File: src/rtl/mem_arb_pkg.sv
// mem_arb_pkg: shared types and constants for the instruction/data memory
// arbiter.
//   arb_state_t : arbiter FSM states (idle, fetch busy, data busy)
//   TIMEOUT_W   : width of the watchdog busy-cycle counter
package mem_arb_pkg;

    typedef enum logic [1:0] {
        ARB_IDLE  = 2'd0,
        ARB_IBUSY = 2'd1,
        ARB_DBUSY = 2'd2
    } arb_state_t;

    localparam int TIMEOUT_W = 8;

endpackage

File: src/rtl/arb_watchdog.sv
// arb_watchdog: busy-cycle counter with a sticky timeout flag.
// Ports:
//   clk    in  clock, rising edge
//   reset  in  asynchronous active-low reset
//   clear  in  zero the counter (takes priority over enable)
//   enable in  count one busy cycle
//   err    out sticky flag, set the cycle after the count reaches TIMEOUT;
//              only reset clears it
module arb_watchdog
    import mem_arb_pkg::*;
#(
    parameter int TIMEOUT = 255
) (
    input  logic clk,
    input  logic reset,
    input  logic clear,
    input  logic enable,
    output logic err
);

    localparam logic [TIMEOUT_W-1:0] LIMIT = TIMEOUT_W'(TIMEOUT);

    logic [TIMEOUT_W-1:0] countReg;
    logic                 errReg;

    always_ff @(posedge clk or negedge reset) begin
        if (!reset) begin
            countReg <= '0;
            errReg   <= 1'b0;
        end else begin
            if (clear) begin
                countReg <= '0;
            end else if (enable && (countReg != LIMIT)) begin
                // Saturate at the limit so a stuck memory never wraps the count
                countReg <= countReg + TIMEOUT_W'(1);
            end
            if (countReg == LIMIT) begin
                errReg <= 1'b1;
            end
        end
    end

    assign err = errReg;

endmodule

File: src/rtl/mem_arbiter.sv
// mem_arbiter: shares one single-port memory between the fetch stage
// (instruction reads) and the memory stage (loads/stores). Data has priority;
// an accepted request is latched and held on the memory port until mready.
// Optional macro ARB_STARVE_GUARD_EN: after STARVE_LIMIT consecutive data
// grants made while a fetch waits, the next arbitration goes to the fetch.
// Ports:
//   clk, reset               clock; asynchronous active-low reset
//   ireq/iaddr               fetch read request
//   iready/irdata            fetch completion strobe and read data
//   dreq/dwe/daddr/dwdata    data request (dwe=1 is a store)
//   dready/drdata            data completion strobe and load data
//   mreq/mwe/maddr/mwdata    registered memory request
//   mrdata/mready            memory read data and single-cycle acknowledge
//   err                      sticky watchdog timeout flag
module mem_arbiter
    import mem_arb_pkg::*;
#(
    parameter int WIDTH        = 32,
    parameter int STARVE_LIMIT = 4,
    parameter int TIMEOUT      = 255
) (
    input  logic             clk,
    input  logic             reset,
    input  logic             ireq,
    input  logic [WIDTH-1:0] iaddr,
    output logic             iready,
    output logic [WIDTH-1:0] irdata,
    input  logic             dreq,
    input  logic             dwe,
    input  logic [WIDTH-1:0] daddr,
    input  logic [WIDTH-1:0] dwdata,
    output logic             dready,
    output logic [WIDTH-1:0] drdata,
    output logic             mreq,
    output logic             mwe,
    output logic [WIDTH-1:0] maddr,
    output logic [WIDTH-1:0] mwdata,
    input  logic [WIDTH-1:0] mrdata,
    input  logic             mready,
    output logic             err
);

    arb_state_t       stateReg;
    logic             mreqReg;
    logic             mweReg;
    logic [WIDTH-1:0] maddrReg;
    logic [WIDTH-1:0] mwdataReg;

    logic favorFetch;
    logic grantData;
    logic grantFetch;
    logic busy;

    // Arbitration terms are only acted on in ARB_IDLE
    always_comb begin
        grantData  = dreq & ~favorFetch;
        grantFetch = ireq & ~grantData;
    end

`ifdef ARB_STARVE_GUARD_EN
    // One extra bit so the count can hold STARVE_LIMIT itself
    localparam int STARVE_W = $clog2(STARVE_LIMIT + 2);

    logic [STARVE_W-1:0] starveCntReg;

    assign favorFetch = ireq && (starveCntReg == STARVE_W'(STARVE_LIMIT));

    // At the limit a waiting fetch always wins, so the count cannot overrun
    always_ff @(posedge clk or negedge reset) begin
        if (!reset) begin
            starveCntReg <= '0;
        end else if (stateReg == ARB_IDLE) begin
            if (grantData && ireq) begin
                starveCntReg <= starveCntReg + STARVE_W'(1);
            end else if (grantFetch) begin
                starveCntReg <= '0;
            end
        end
    end
`else
    // Strict data priority; STARVE_LIMIT only matters in guard builds
    logic unusedStarveLimit;
    assign unusedStarveLimit = (STARVE_LIMIT != 0);
    assign favorFetch        = 1'b0;
`endif

    // Arbiter FSM with registered memory-port outputs
    always_ff @(posedge clk or negedge reset) begin
        if (!reset) begin
            stateReg  <= ARB_IDLE;
            mreqReg   <= 1'b0;
            mweReg    <= 1'b0;
            maddrReg  <= '0;
            mwdataReg <= '0;
        end else begin
            case (stateReg)
                ARB_IDLE: begin
                    if (grantData) begin
                        stateReg  <= ARB_DBUSY;
                        mreqReg   <= 1'b1;
                        mweReg    <= dwe;
                        maddrReg  <= daddr;
                        mwdataReg <= dwdata;
                    end else if (grantFetch) begin
                        stateReg <= ARB_IBUSY;
                        mreqReg  <= 1'b1;
                        mweReg   <= 1'b0;
                        maddrReg <= iaddr;
                    end
                end
                ARB_IBUSY, ARB_DBUSY: begin
                    // Latched request stays on the port; requester inputs ignored
                    if (mready) begin
                        stateReg <= ARB_IDLE;
                        mreqReg  <= 1'b0;
                        mweReg   <= 1'b0;
                    end
                end
                default: begin
                    stateReg <= ARB_IDLE;
                    mreqReg  <= 1'b0;
                    mweReg   <= 1'b0;
                end
            endcase
        end
    end

    assign busy = (stateReg != ARB_IDLE);

    // Count busy cycles; clear while idle and on the acknowledge that returns
    // the FSM to idle
    arb_watchdog #(
        .TIMEOUT(TIMEOUT)
    ) uWatchdog (
        .clk   (clk),
        .reset (reset),
        .clear (~busy | mready),
        .enable(busy),
        .err   (err)
    );

    // Completion strobes are combinational so the stage unstalls in the
    // acknowledge cycle; mready seen in ARB_IDLE produces nothing
    assign iready = mready & (stateReg == ARB_IBUSY);
    assign dready = mready & (stateReg == ARB_DBUSY);
    assign irdata = mrdata;
    assign drdata = mrdata;

    assign mreq   = mreqReg;
    assign mwe    = mweReg;
    assign maddr  = maddrReg;
    assign mwdata = mwdataReg;

endmodule

File: config.mk
export PLATFORM = sky130hd
export DESIGN_NAME = mem_arbiter
export DESIGN_NICKNAME = d
export VERILOG_FILES = /design/src/rtl/mem_arb_pkg.sv /design/src/rtl/arb_watchdog.sv /design/src/rtl/mem_arbiter.sv
export SDC_FILE = /design/constraint.sdc
export NUM_CORES = 1
export LEC_CHECK = 0
export CAP_MARGIN = 15
export CORE_MARGIN = 8
export CORE_UTILIZATION = 25
export CTS_CLUSTER_DIAMETER = 80
export DETAILED_ROUTE_END_ITERATION = 10
export PLACE_DENSITY = 0.56
export SYNTH_ARGS = -nofsm -noshare
export SYNTH_HDL_FRONTEND = slang
export SYNTH_HIERARCHICAL = 1
export SYNTH_SLANG_ARGS = --single-unit
File: constraint.sdc
create_clock -name clk -period 2 [get_ports clk]
set_clock_uncertainty 0.05 [all_clocks]
set_input_delay 0.6 -clock clk [delete_from_list [all_inputs] [get_ports clk]]
set_output_delay 0.6 -clock clk [all_outputs]
set_load 0.05 [all_outputs]
==> results.txt, run 1 <==
The period utilization is 94.6%. The remaining antenna violation count came out at 0. The number of clock sinks seen by CTS came out at between 70 and 80. The max-capacitance violation count came out at 0. The launch instance of the worst register-to-register path is stateReg[0].

The placeable core region is between 15000 and 20000 um^2. The final-report max-slew violation count came out at 0. By startpoint and endpoint, the worst setup path is classified as reg -> out. The maximum number of pins on one net before global-route repair is 65. The top-level port count came out at 267.

Cells with a size suffix above 1 make up 30.4% of the layout. The highest attainable clock frequency is 528 MHz. The relative area change from synthesis to final layout is 42.1%. The clock input transition at the sequential cells of the worst setup and hold paths is 0.06 ns. The power density of the placed cells is 1750 nW/um^2. Summed over all instances, the cell type with the most area after synthesis is sky130_fd_sc_hd__dfrtp_1. The peak supply drop is 0.534 mV.

The number of antenna violations at the first check in global routing is 1. Summed over all layers, the global routing overflow is 0. The tightest min-delay check is of the in -> async type. Row generation in the floorplan step produced 45 rows.

The count of flip-flops with a built-in enable after synthesis came out at 0. Setup repair after global routing left no endpoint under its margin. Counting cells, the worst reg-to-reg path comes to 6.

The number of setup violations in the final report is 0. The number of antenna repair diodes came out at 0. The run finished with clean final reports. The worst-margin pin slew is about 0.46 ns.

The sequential share of the synthesized area came out at 49.1%. The number of failing hold endpoints at the final stage came out at 0. The critical path goes through inv_2 -> ha_1 -> and2_4 -> buf_12. The number of unique standard cell types used by synthesis is 39. The delay contributed by the slowest stage of the critical path is 0.39 ns. For this run, the detailed router's first-pass iteration total came to 4.

Clock tree synthesis inserted a total of 9 buffers. The hold buffer count at cts came out at 0. The standard cell with the maximum stage delay on the critical path is sky130_fd_sc_hd__dfrtp_1. The final critical-path required period came out at 1.89 ns. In the routed layout, each cell is associated on average with a via count of between 4 and 5.

After the first detailed-routing iteration, the DRC count stood at 90. The worst setup path is launched from a register. The worst register-to-register path has a setup slack of 0.37 ns.

For this run, asynchronously set or reset flops after synthesis account for 100%. The end-of-flow core utilization came out at 36.5%. The count of input and output buffers is 170. The die is ~140 um wide. The clock insertion delay at the later pin of the skew report came out at 0.34 ns. The overall die area is 19900 um^2. The via count of the first global-routing pass came to between 3000 and 4000.

STA classifies the critical path endpoint as an output pin. The leakage dissipation came out at ~0.0025 uW. The average cell area after synthesis came out at around 11 um^2. The total nets after synthesis is between 400 and 500. For this run, the post-layout net count is 591. The endpoint required time on the critical path came out at 1.35 ns. The worst slew margin relative to its limit is 69.5%. Global routing used 10.3% of the available tracks.

The final routed wire length divided by cell count is around 15 um. The chip height is 141 um. The end of the worst register-to-register path is uWatchdog/countReg[6]. The largest fanout on the critical path came out at 4. The tree is rooted in a sky130_fd_sc_hd__clkbuf_16. Synthesis handed over a netlist of 341 instances. The clock passes through at most 2 buffers. The number of flip-flops and latches in the synthesized netlist is 77. The overall power after layout came out at roughly 9800 uW.

In this run the cell area of the synthesized design comes to 3920 um^2. The clock tree from TritonCTS is built. The total setup buffers inserted after CTS is 0. The detailed-route via count came out at 2809. The number of levels the H-tree was split into is 3. By area the synthesized netlist is led by sky130_fd_sc_hd__dfrtp_1 (49%), sky130_fd_sc_hd__buf_4 (14%), sky130_fd_sc_hd__mux2_2 (8.9%). The half-perimeter wire length after placement came out at 8.19 mm. The total length of routed wires is 10.3 mm. The residual DRC count is 0. The data arrival time at the worst-slack endpoint came out at about 1.2 ns. The fraction of synthesized cell area taken by the top area cell type came out at between 40% and 50%. During synthesis, Yosys emitted a total of 6 warnings.

Routability-driven placement finished with a final weighted congestion of just over 0.7. The most used flip-flop cell after synthesis is sky130_fd_sc_hd__dfrtp_1. The initial utilization of the core area, before any placement, comes to 25.7%. The first global-routing pass estimated roughly 16 mm of wire.
==> layout by cell type (no fill, tap or decap), types with 3 or more instances in the layout <==
cell,Yosys,routed
sky130_fd_sc_hd__o21ai_0,28,28
sky130_fd_sc_hd__dfrtp_1,77,77
sky130_fd_sc_hd__ha_1,5,5
sky130_fd_sc_hd__buf_12,0,4
sky130_fd_sc_hd__clkdlybuf4s50_1,0,98
sky130_fd_sc_hd__a21oi_1,5,5
sky130_fd_sc_hd__inv_1,5,3
sky130_fd_sc_hd__buf_4,74,75
sky130_fd_sc_hd__nand2_1,34,34
sky130_fd_sc_hd__nand4_1,3,3
sky130_fd_sc_hd__mux2_2,31,31
sky130_fd_sc_hd__clkbuf_16,0,9
sky130_fd_sc_hd__o21ai_1,4,4
sky130_fd_sc_hd__nand2b_1,4,4
sky130_fd_sc_hd__mux2i_1,34,34
sky130_fd_sc_hd__bufinv_16,0,3
==> timing repair <==
item                                    in CTS  in global routing
resized for setup                            3                  2
endpoints found under the setup margin       2                  2
gates cloned                                 0                  0
==> routing by layer <==
layer,up-vias,part of all wire (%),GRT usage (%)
li1,1326,-,-
met1,1326,38,10.5
met2,126,48,16.5
met3,29,11,5.44
met4,2,2.3,6.11
met5,-,0.13,0
==> cell families after synthesis <==
| kind of cell | share of synthesized area (%) |
|---|---|
| compound gates | 7.24 |
| mux | 18.5 |
| buf+inv | 15.8 |
| simple gates | 7.72 |
| fa+ha+maj | 1.60 |
| flops | 49.1 |
==> Yosys cell counts, drive strengths merged (3+ instances only) <==
cell,n
nand4,3
o21ai,33
dfrtp,77
nand2b,4
inv,5
mux2i,34
ha,5
a21oi,6
mux2,34
buf,77
nand2,35
==> worst max-delay path by stage <==
stage             end        start  slack (ns)
2_1_floorplan  dready       mready        0.34
3_3_place_gp   dready       mready       -0.07
3_5_place_dp   iready       mready       -0.08
4_1_cts        iready  stateReg[1]        0.03
5_1_grt        iready  stateReg[1]        0.03
6_report       iready  stateReg[1]        0.11
==> registers in the layout (all words and copies together) (netlist names) <==
register	cells
maddr	32
mreq	1
mwdata	32
mwe	1
stateReg	2
uWatchdog/countReg	8
uWatchdog/err	1
==> where the power goes <==
group	internal (uW)	switching [uW]	leakage, uW
logic	1750	3490	0.00141
registers	2260	373	0.000943
clock network	1250	626	0.000167
==> worst max-delay path: cells and delay by family (launching register included) <==
family | cells | cell delay, ns
adder cells (fa/ha/maj) | 1 | 0.15
buffers and inverters | 2 | 0.22
flip-flops | 1 | 0.39
AND/OR/NAND/NOR | 1 | 0.15
==> per-stage QoR <==
step                      worst slack, ns  hold slack (ns)  std cells  cell area (um^2)  TNS, ns
after floorplan                     0.338            0.254        341              3920        0
after global placement            -0.0682            0.405        652              5230   -0.131
after detailed placement          -0.0754            0.411        652              5230   -0.202
after CTS                          0.0284            0.165        668              5570        0
after global routing               0.0287            0.176        668              5570        0
final                               0.108            0.149        668              5570        0
==> layout make-up <==
| type | count | area, um^2 |
|---|---|---|
| clock buffer | 12 | 246 |
| clock inverter | 4 | 95.1 |
| fill | 1535 | 9690 |
| inverter | 5 | 18.8 |
| multi-input combinational | 180 | 1380 |
| sequential | 77 | 1930 |
| tap | 211 | 264 |
| timing repair buffer | 179 | 1640 |
Note: power is estimated with default switching activity, not from simulation.
==> run 2, diff against run 1 <==
Settings changed: CORE_UTILIZATION 25 to 36, PLACE_DENSITY 0.56 to 0.77.
==> run 2 against run 1 <==
Effect of this change:
- die area down 27%
- maximum frequency fell by 0.71%
- via count is 2.7% lower
- worst setup slack lost 0.013 ns
- non-clock buffer count shrank 1
- highest routed layer unchanged
- worst hold slack improved by 0.048 ns
- core utilization up 13 points
- final area fell by 4.7%
- final cell count shrank 11%
- sequential share of layout area is 1.7 points higher
- sequential power about the same
==> results.txt, run 2 (synthesis results as in run 1) <==
The final worst hold slack is between 0.15 and 0.2 ns. The number of detailed-routing iterations run before antenna repair is 4. The starting density of the core came out at a little over a third. The clock input transition at the sequential cells of the worst setup and hold paths came out at around 0.09 ns.

The endpoint required time on the critical path is 1.35 ns. The met3 global-route usage came out at 6.99%. Setup repair after global routing left no endpoint under its margin. The horizontal die dimension is 120 um. The first global-routing pass estimated 15.1 mm of wire. The number of antenna repair diodes is 0. The fraction of power spent switching nets is 49.7%.

The internal power is around 4500 uW. The final critical-path required period came out at roughly 1.9 ns. The clock tree from TritonCTS is built. The placeable core region is about 11000 um^2. In this run the clock root is driven by a sky130_fd_sc_hd__clkbuf_8. The final routed wire length divided by cell count came out at 15.7 um. The count of buffers added on input and output ports is 170. Once placement completed, the tool counted placed cells totaling between 500 and 600.

The ratio of cells with drive above 1 in the final layout is between 30% and 40%. Summing all multi-input logic gate instances after layout gives between 1000 and 1500 um^2. For this block, the initial DRC count from the detailed router was 65. For the pin with the worst max-slew slack, the measured transition is 0.458 ns.

The library cells used most frequently in the layout, excluding fill and tap cells, are sky130_fd_sc_hd__clkdlybuf4s50_1 (98), sky130_fd_sc_hd__dfrtp_1 (77), sky130_fd_sc_hd__buf_4 (74). In this run the core area contains 38 standard-cell rows. Clock latency on the worst-skew pair, taken at its later pin, is 0.35 ns. The residual DRC count came out at 0. The final weighted congestion in routability-driven placement came out at about 0.75.

The number of buffers added by the clock tree synthesis step is 9. Counting every sink on the clock net gives 77. The number of failing hold endpoints at the final stage came out at 0. The switching power of the nets came out at ~4400 uW. Across every metal layer, demand over resource in global routing totals roughly an eighth. The post-layout instance count excluding filler cells is 596.

In this run the static leakage power is roughly 0.0024 uW. Measured along the y axis, the die boundary spans 120 um. The fraction of met2 tracks used by global routing is 21.6%.

The highest attainable clock frequency came out at 525 MHz. For this run the aggregate overflow at the end of global routing stands at 0. The largest fanout on the critical path is 4. The worst pin sits at a relative slew slack of 69.5%.

The number of setup violations in the final report came out at 0. The share of total power in sequential cells is 29.4%. The top-level port count is 267.

From synthesis to final layout, the design area changed by 35.4%. The hold buffer count at cts came out at 0. The half-perimeter wire length after placement is 7.33 mm. The worst setup path category is reg -> out. The clock network is responsible for 11.9% of the overall power. In this run the most used layer during global routing was met2. The final-report max-slew violation count is 0. IR analysis of the VDD net gives a maximum drop of 0.650 mV. The count of nets left with antenna violations once routing finished came out at 0. The detailed-route via count came out at 2732. The end-of-flow core utilization is 49.4%. In this run the worst hold path is classified as in -> async. The via-per-instance ratio came out at 4.58. The period utilization is 95.3%.

The worst setup path is launched from a register. The floorplan step defined a die boundary enclosing about 14000 um^2. The number of antenna violations at the first check in global routing was 1. The final net count came out at between 500 and 600. The power share of the combinational group came out at 58.6%.

For this run, global-route usage on met1 was measured as 13.6%. The flow ran to the end, and the final reports show no timing, DRC or antenna violations. The longest clock path from root to sink contains 2 buffers. The data arrival time at the worst-slack endpoint came out at 1.26 ns. The max-capacitance violation count came out at 0. The via count of the first global-routing pass is 3085. The power density of the placed cells is 1680 nW/um^2. The total length of routed wires came out at ~9.4 mm. The area taken by flip-flops and latches came out at ~1900 um^2.

Entering global routing, the biggest net connects 78 pins. Fill cells in the final layout number roughly 1000. The number of levels the H-tree was split into is 3. The leading cell type in the layout, fill and taps excluded is sky130_fd_sc_hd__clkdlybuf4s50_1.

The capturing element type of the critical path is an output pin.
[run 2: critical path, stage by stage (launching register included)]
cell	delay, ns
sky130_fd_sc_hd__dfrtp_1	0.37
sky130_fd_sc_hd__inv_2	0.06
sky130_fd_sc_hd__ha_1	0.17
sky130_fd_sc_hd__and2_4	0.16
sky130_fd_sc_hd__buf_12	0.14
[run 2: final cells by class]
type,count,share of cell area (%)
inverters,5,0.353
clock buffers,11,2.66
flip-flops and latches,77,36.3
well taps,140,3.30
repair buffers,178,30.7
multi-input cells,180,26.0
clock inverters,5,0.683
[run 2: stage by stage]
| step | setup TNS (ns) | total power (uW) | setup slack (ns) | area (um^2) |
|---|---|---|---|---|
| global placement | -0.118 | 7840 | -0.0605 | 5130 |
| CTS | 0 | 9060 | 0.0186 | 5310 |
| finish | 0 | 8920 | 0.0941 | 5310 |
| detailed placement | -0.179 | 7950 | -0.0766 | 5130 |
| global route | 0 | 9440 | 0.0124 | 5310 |
| floorplan | 0 | 6540 | 0.338 | 3920 |
[run 2: metal layers]
layer / vias up / part of all wire (%)
li1: 1321 / -
met1: 1264 / 38
met2: 115 / 49
met3: 30 / 10
met4: 2 / 2.2
met5: - / 0.085
[run 2: worst paths after layout]
check | slack [ns] | from | end | cells after the start
max | 0.09 | stateReg[1] | iready | 4
min | 0.20 | reset | mwdata[23] | 2
max in group asynchronous | 1.35 | reset | maddr[11] | 2
min in group clk | 0.43 | uWatchdog/err | uWatchdog/err | 1
min reg2reg | 0.43 | uWatchdog/err | uWatchdog/err | 1
max reg2reg | 0.35 | stateReg[0] | mwdata[17] | 4
[run 2: what timing repair did]
action,4_1_cts,5_1_grt
buffers inserted,0,0
setup endpoints to repair,2,2
pin swaps,0,0
gates resized for setup,3,2
gates cloned,0,0
[run 2: power by group through the flow]
| stage | logic [uW] | registers, uW | clock network (uW) |
|---|---|---|---|
| floorplan | 1580 | 4970 | 0 |
| global placement | 5240 | 2600 | 0 |
| detailed placement | 5300 | 2650 | 0 |
| CTS | 5310 | 2640 | 1110 |
| global route | 5520 | 2720 | 1200 |
| finish | 5230 | 2630 | 1060 |
==> run 3, diff against run 2 <==
Settings changed: ABC_AREA set to 1, CORE_UTILIZATION 36 to 37, PLACE_DENSITY 0.77 to 0.78.
==> run 3 against run 2 <==
Effect of this change:
- first-iteration DRC count increased to 2.7 times the previous value
- largest power group unchanged
- final cell count rose by 33%
- clock-buffer cell count unchanged
- core utilization is 1.4 points higher
- critical path type unchanged
==> results.txt, run 3 <==
The number of unique standard cell types used by synthesis came out at 23. The wire length of the first global-routing pass came out at 18.0 mm. The maximum number of pins on one net before global-route repair came out at 78. The end-of-flow core utilization came out at 50.9%. The horizontal die dimension came out at between 100 and 150 um. The number of buffers between clock root and the deepest sink came out at 2.

In this run the worst hold path is classified as in -> async. The number of antenna violations at the first check in global routing is 0. In the final routed layout, each cell accounts on average for 14.1 um.

Summed over all instances, the cell type with the most area after synthesis is sky130_fd_sc_hd__dfrtp_1. The clock period could shrink to 1.90 ns. The number of cells on the worst reg-to-reg path is 7. Hold is met by about 0.20 ns.

The die is about 120 um tall. The total length of routed wires is between 10 and 15 mm. In the finished design, the share of the clock period the worst path needs comes to 94.8%.

TritonCTS built the clock tree. Each instance of the synthesized netlist takes up on average 7.51 um^2. The total overflow left after global routing is 0. The most repeated cell in the gate-level netlist after synthesis is sky130_fd_sc_hd__nand2_1.

The count of flip-flops with a built-in enable after synthesis came out at 0. Summed over all cells, the static leakage comes to 0.00299 uW. The endpoint required time on the critical path is 1.35 ns.

The clock input transition at the sequential cells of the worst setup and hold paths came out at 0.08 ns. By area the synthesized netlist is led by sky130_fd_sc_hd__dfrtp_1 (47%), sky130_fd_sc_hd__nand2_1 (24%), sky130_fd_sc_hd__buf_4 (12%). By count the netlist is led by sky130_fd_sc_hd__nand2_1 (261), sky130_fd_sc_hd__dfrtp_1 (77), sky130_fd_sc_hd__buf_4 (67). During I/O placement, the number of pins put on the boundary was 267. The mapped netlist covers 4110 um^2. The finished layout holds 793 standard cells, fillers aside. The total area inside the core boundary comes to 10800 um^2. The area of placed instances is 5310 um^2. The detailed-route via count came out at 3573.

The largest fanout on the critical path came out at 3. The clock reaches the later pin of the worst-skew pair after 0.35 ns. The synthesized design contains 77 register bits. The clock drives 77 sinks. For this run, the post-layout net count is 788.

The number of antenna repair diodes is 0. At the pin with the least slew margin, the transition time is 0.516 ns. The total setup buffers inserted after CTS is 0. The worst setup path category is reg -> out.

Across the VDD grid, the largest voltage drop is approximately 0.95 mV. The relative area change from synthesis to final layout is 34.2%. In this run the power density over the cells is roughly 1600 nW/um^2. The remaining antenna violation count is 0. The count of input and output buffers is 170. The type of element launching the critical path is a register.

The floorplan step defined a die boundary enclosing 14700 um^2. The number of levels the H-tree was split into came out at 3. During synthesis, Yosys emitted a total of 6 warnings. The number of detailed-routing iterations run before antenna repair is 4. The run finished with clean final reports. The fraction of synthesized cell area taken by the top area cell type came out at between 40 and 50%. The via-per-instance ratio came out at 4.51. The highest attainable clock frequency is about 530 MHz. The max-capacitance violation count came out at 0. When the netlist entered floorplanning its net count stood at about 690. The via count of the first global-routing pass is 3657. For this run, design rule violations remaining after detail routing come to 0. The finished cells cover 5510 um^2. The number of buffers added by the clock tree synthesis step is 9.

The worst setup path is captured at an output pin. Leaving out fill and tap cells, the most frequent cell in the layout is sky130_fd_sc_hd__nand2_1. The number of placement rows came out at 38. The number of failing hold endpoints at the final stage came out at 0. The final weighted congestion in routability-driven placement is between 0.7 and 0.8. Across every metal layer, demand over resource in global routing totals 15.2%. The layout has about 1100 filler cells. The clock root buffer master is sky130_fd_sc_hd__clkbuf_8. The initial utilization of the core area, before any placement, comes to between 30% and 40%. The ratio of cells with drive above 1 in the final layout is 16.2%.

Detailed placement finished with a half-perimeter wire length of 8.62 mm. The number of setup violations in the final report is 0. Counting tap cells, the placed design contains a total of 778 instances. The fraction of registers with async set or reset after synthesis came out at 100%.

Synthesis handed over a netlist of approximately 550 instances. Headroom to the max-slew limit came out at about 66%. After synthesis, flip-flops and latches occupy 46.9% of the total area. The top cell types in the final layout, fill and taps aside, are sky130_fd_sc_hd__nand2_1 (260), sky130_fd_sc_hd__clkdlybuf4s50_1 (98), sky130_fd_sc_hd__dfrtp_1 (77).

The data arrival time at the worst-slack endpoint is 1.25 ns. For this run, the leading register cell type out of synthesis is sky130_fd_sc_hd__dfrtp_1. The violation count after the first detailed-routing iteration came out at 173. The final-report max-slew violation count is 0. The setup total negative slack is 0 ns.

Setup repair after global routing left no endpoint under its margin.
==> run 3: cell types whose count changed in the layout (fill, tap and decap cells not counted), sizes merged, moves of 3 or more <==
cell / before / now
a21oi: 6 / 0
buf: 79 / 75
nand2b: 4 / 0
inv: 5 / 48
mux2i: 34 / 0
nand3: 1 / 16
nor2: 2 / 14
nand2: 35 / 264
nand4: 3 / 0
mux2: 34 / 0
==> run 3: metal layers <==
layer / up-vias / GRT usage (%) / part of all wire, %
met1: 1653 / 16.5 / 39
met5: - / 0 / 0
li1: 1775 / - / -
met2: 125 / 25.5 / 51
met3: 20 / 7.17 / 8.4
met4: 0 / 4.93 / 2.0
==> run 3: metrics by stage <==
stage / total power (uW) / worst slack, ns
after floorplan: 6300 / 0.402
after global placement: 7620 / -0.0343
after detailed placement: 7710 / -0.0501
after CTS: 8970 / 0.0421
after global routing: 9380 / 0.0180
final: 8840 / 0.104
==> run 3: critical path, cell delays in order, from the launching register on <==
cell,delay [ns]
sky130_fd_sc_hd__dfrtp_1,0.40
sky130_fd_sc_hd__inv_2,0.06
sky130_fd_sc_hd__ha_1,0.20
sky130_fd_sc_hd__nand2_2,0.06
sky130_fd_sc_hd__inv_2,0.04
sky130_fd_sc_hd__buf_12,0.14
==> run 3: final timing paths <==
kind,start,endpoint,slack (ns)
max in group asynchronous,reset,mwdata[13],1.35
setup / recovery,stateReg[0],dready,0.10
min in group clk,uWatchdog/err,uWatchdog/err,0.42
hold / removal,reset,maddr[15],0.20
hold reg to reg,uWatchdog/err,uWatchdog/err,0.42
setup reg to reg,stateReg[0],uWatchdog/countReg[2],0.37
==> run 3: area by class of cell <==
type                    instances  area, um^2  area share [%]
clock buffers                  11         151            2.75
clock inverters                 4        47.5           0.862
inverters                      49         184            3.34
multi-input cells             338        1430            25.9
flip-flops and latches         77        1930            34.9
well taps                     140         175            3.18
repair buffers                174        1600            29.0
==> run 3: cells by family (layout without fill, tap and decap cells) <==
kind of cell	after synthesis	count (layout)	synth area share (%)
AO/OA/AOI/OAI	35	35	4.51
AND/OR/NAND/NOR	296	296	28.3
adder cells (fa/ha/maj)	5	5	1.52
buffers and inverters	132	238	18.4
flip-flops	77	77	46.9
XOR/XNOR	2	2	0.427
==> run 3: what timing repair did <==
item	CTS	global route
hold buffers	0	0
gates resized for setup	3	3
setup endpoints to repair	2	2
==> run 3: power breakdown <==
part / switching (uW) / internal (uW)
Sequential: 390 / 2210
Combinational: 3590 / 1450
Clock: 566 / 634
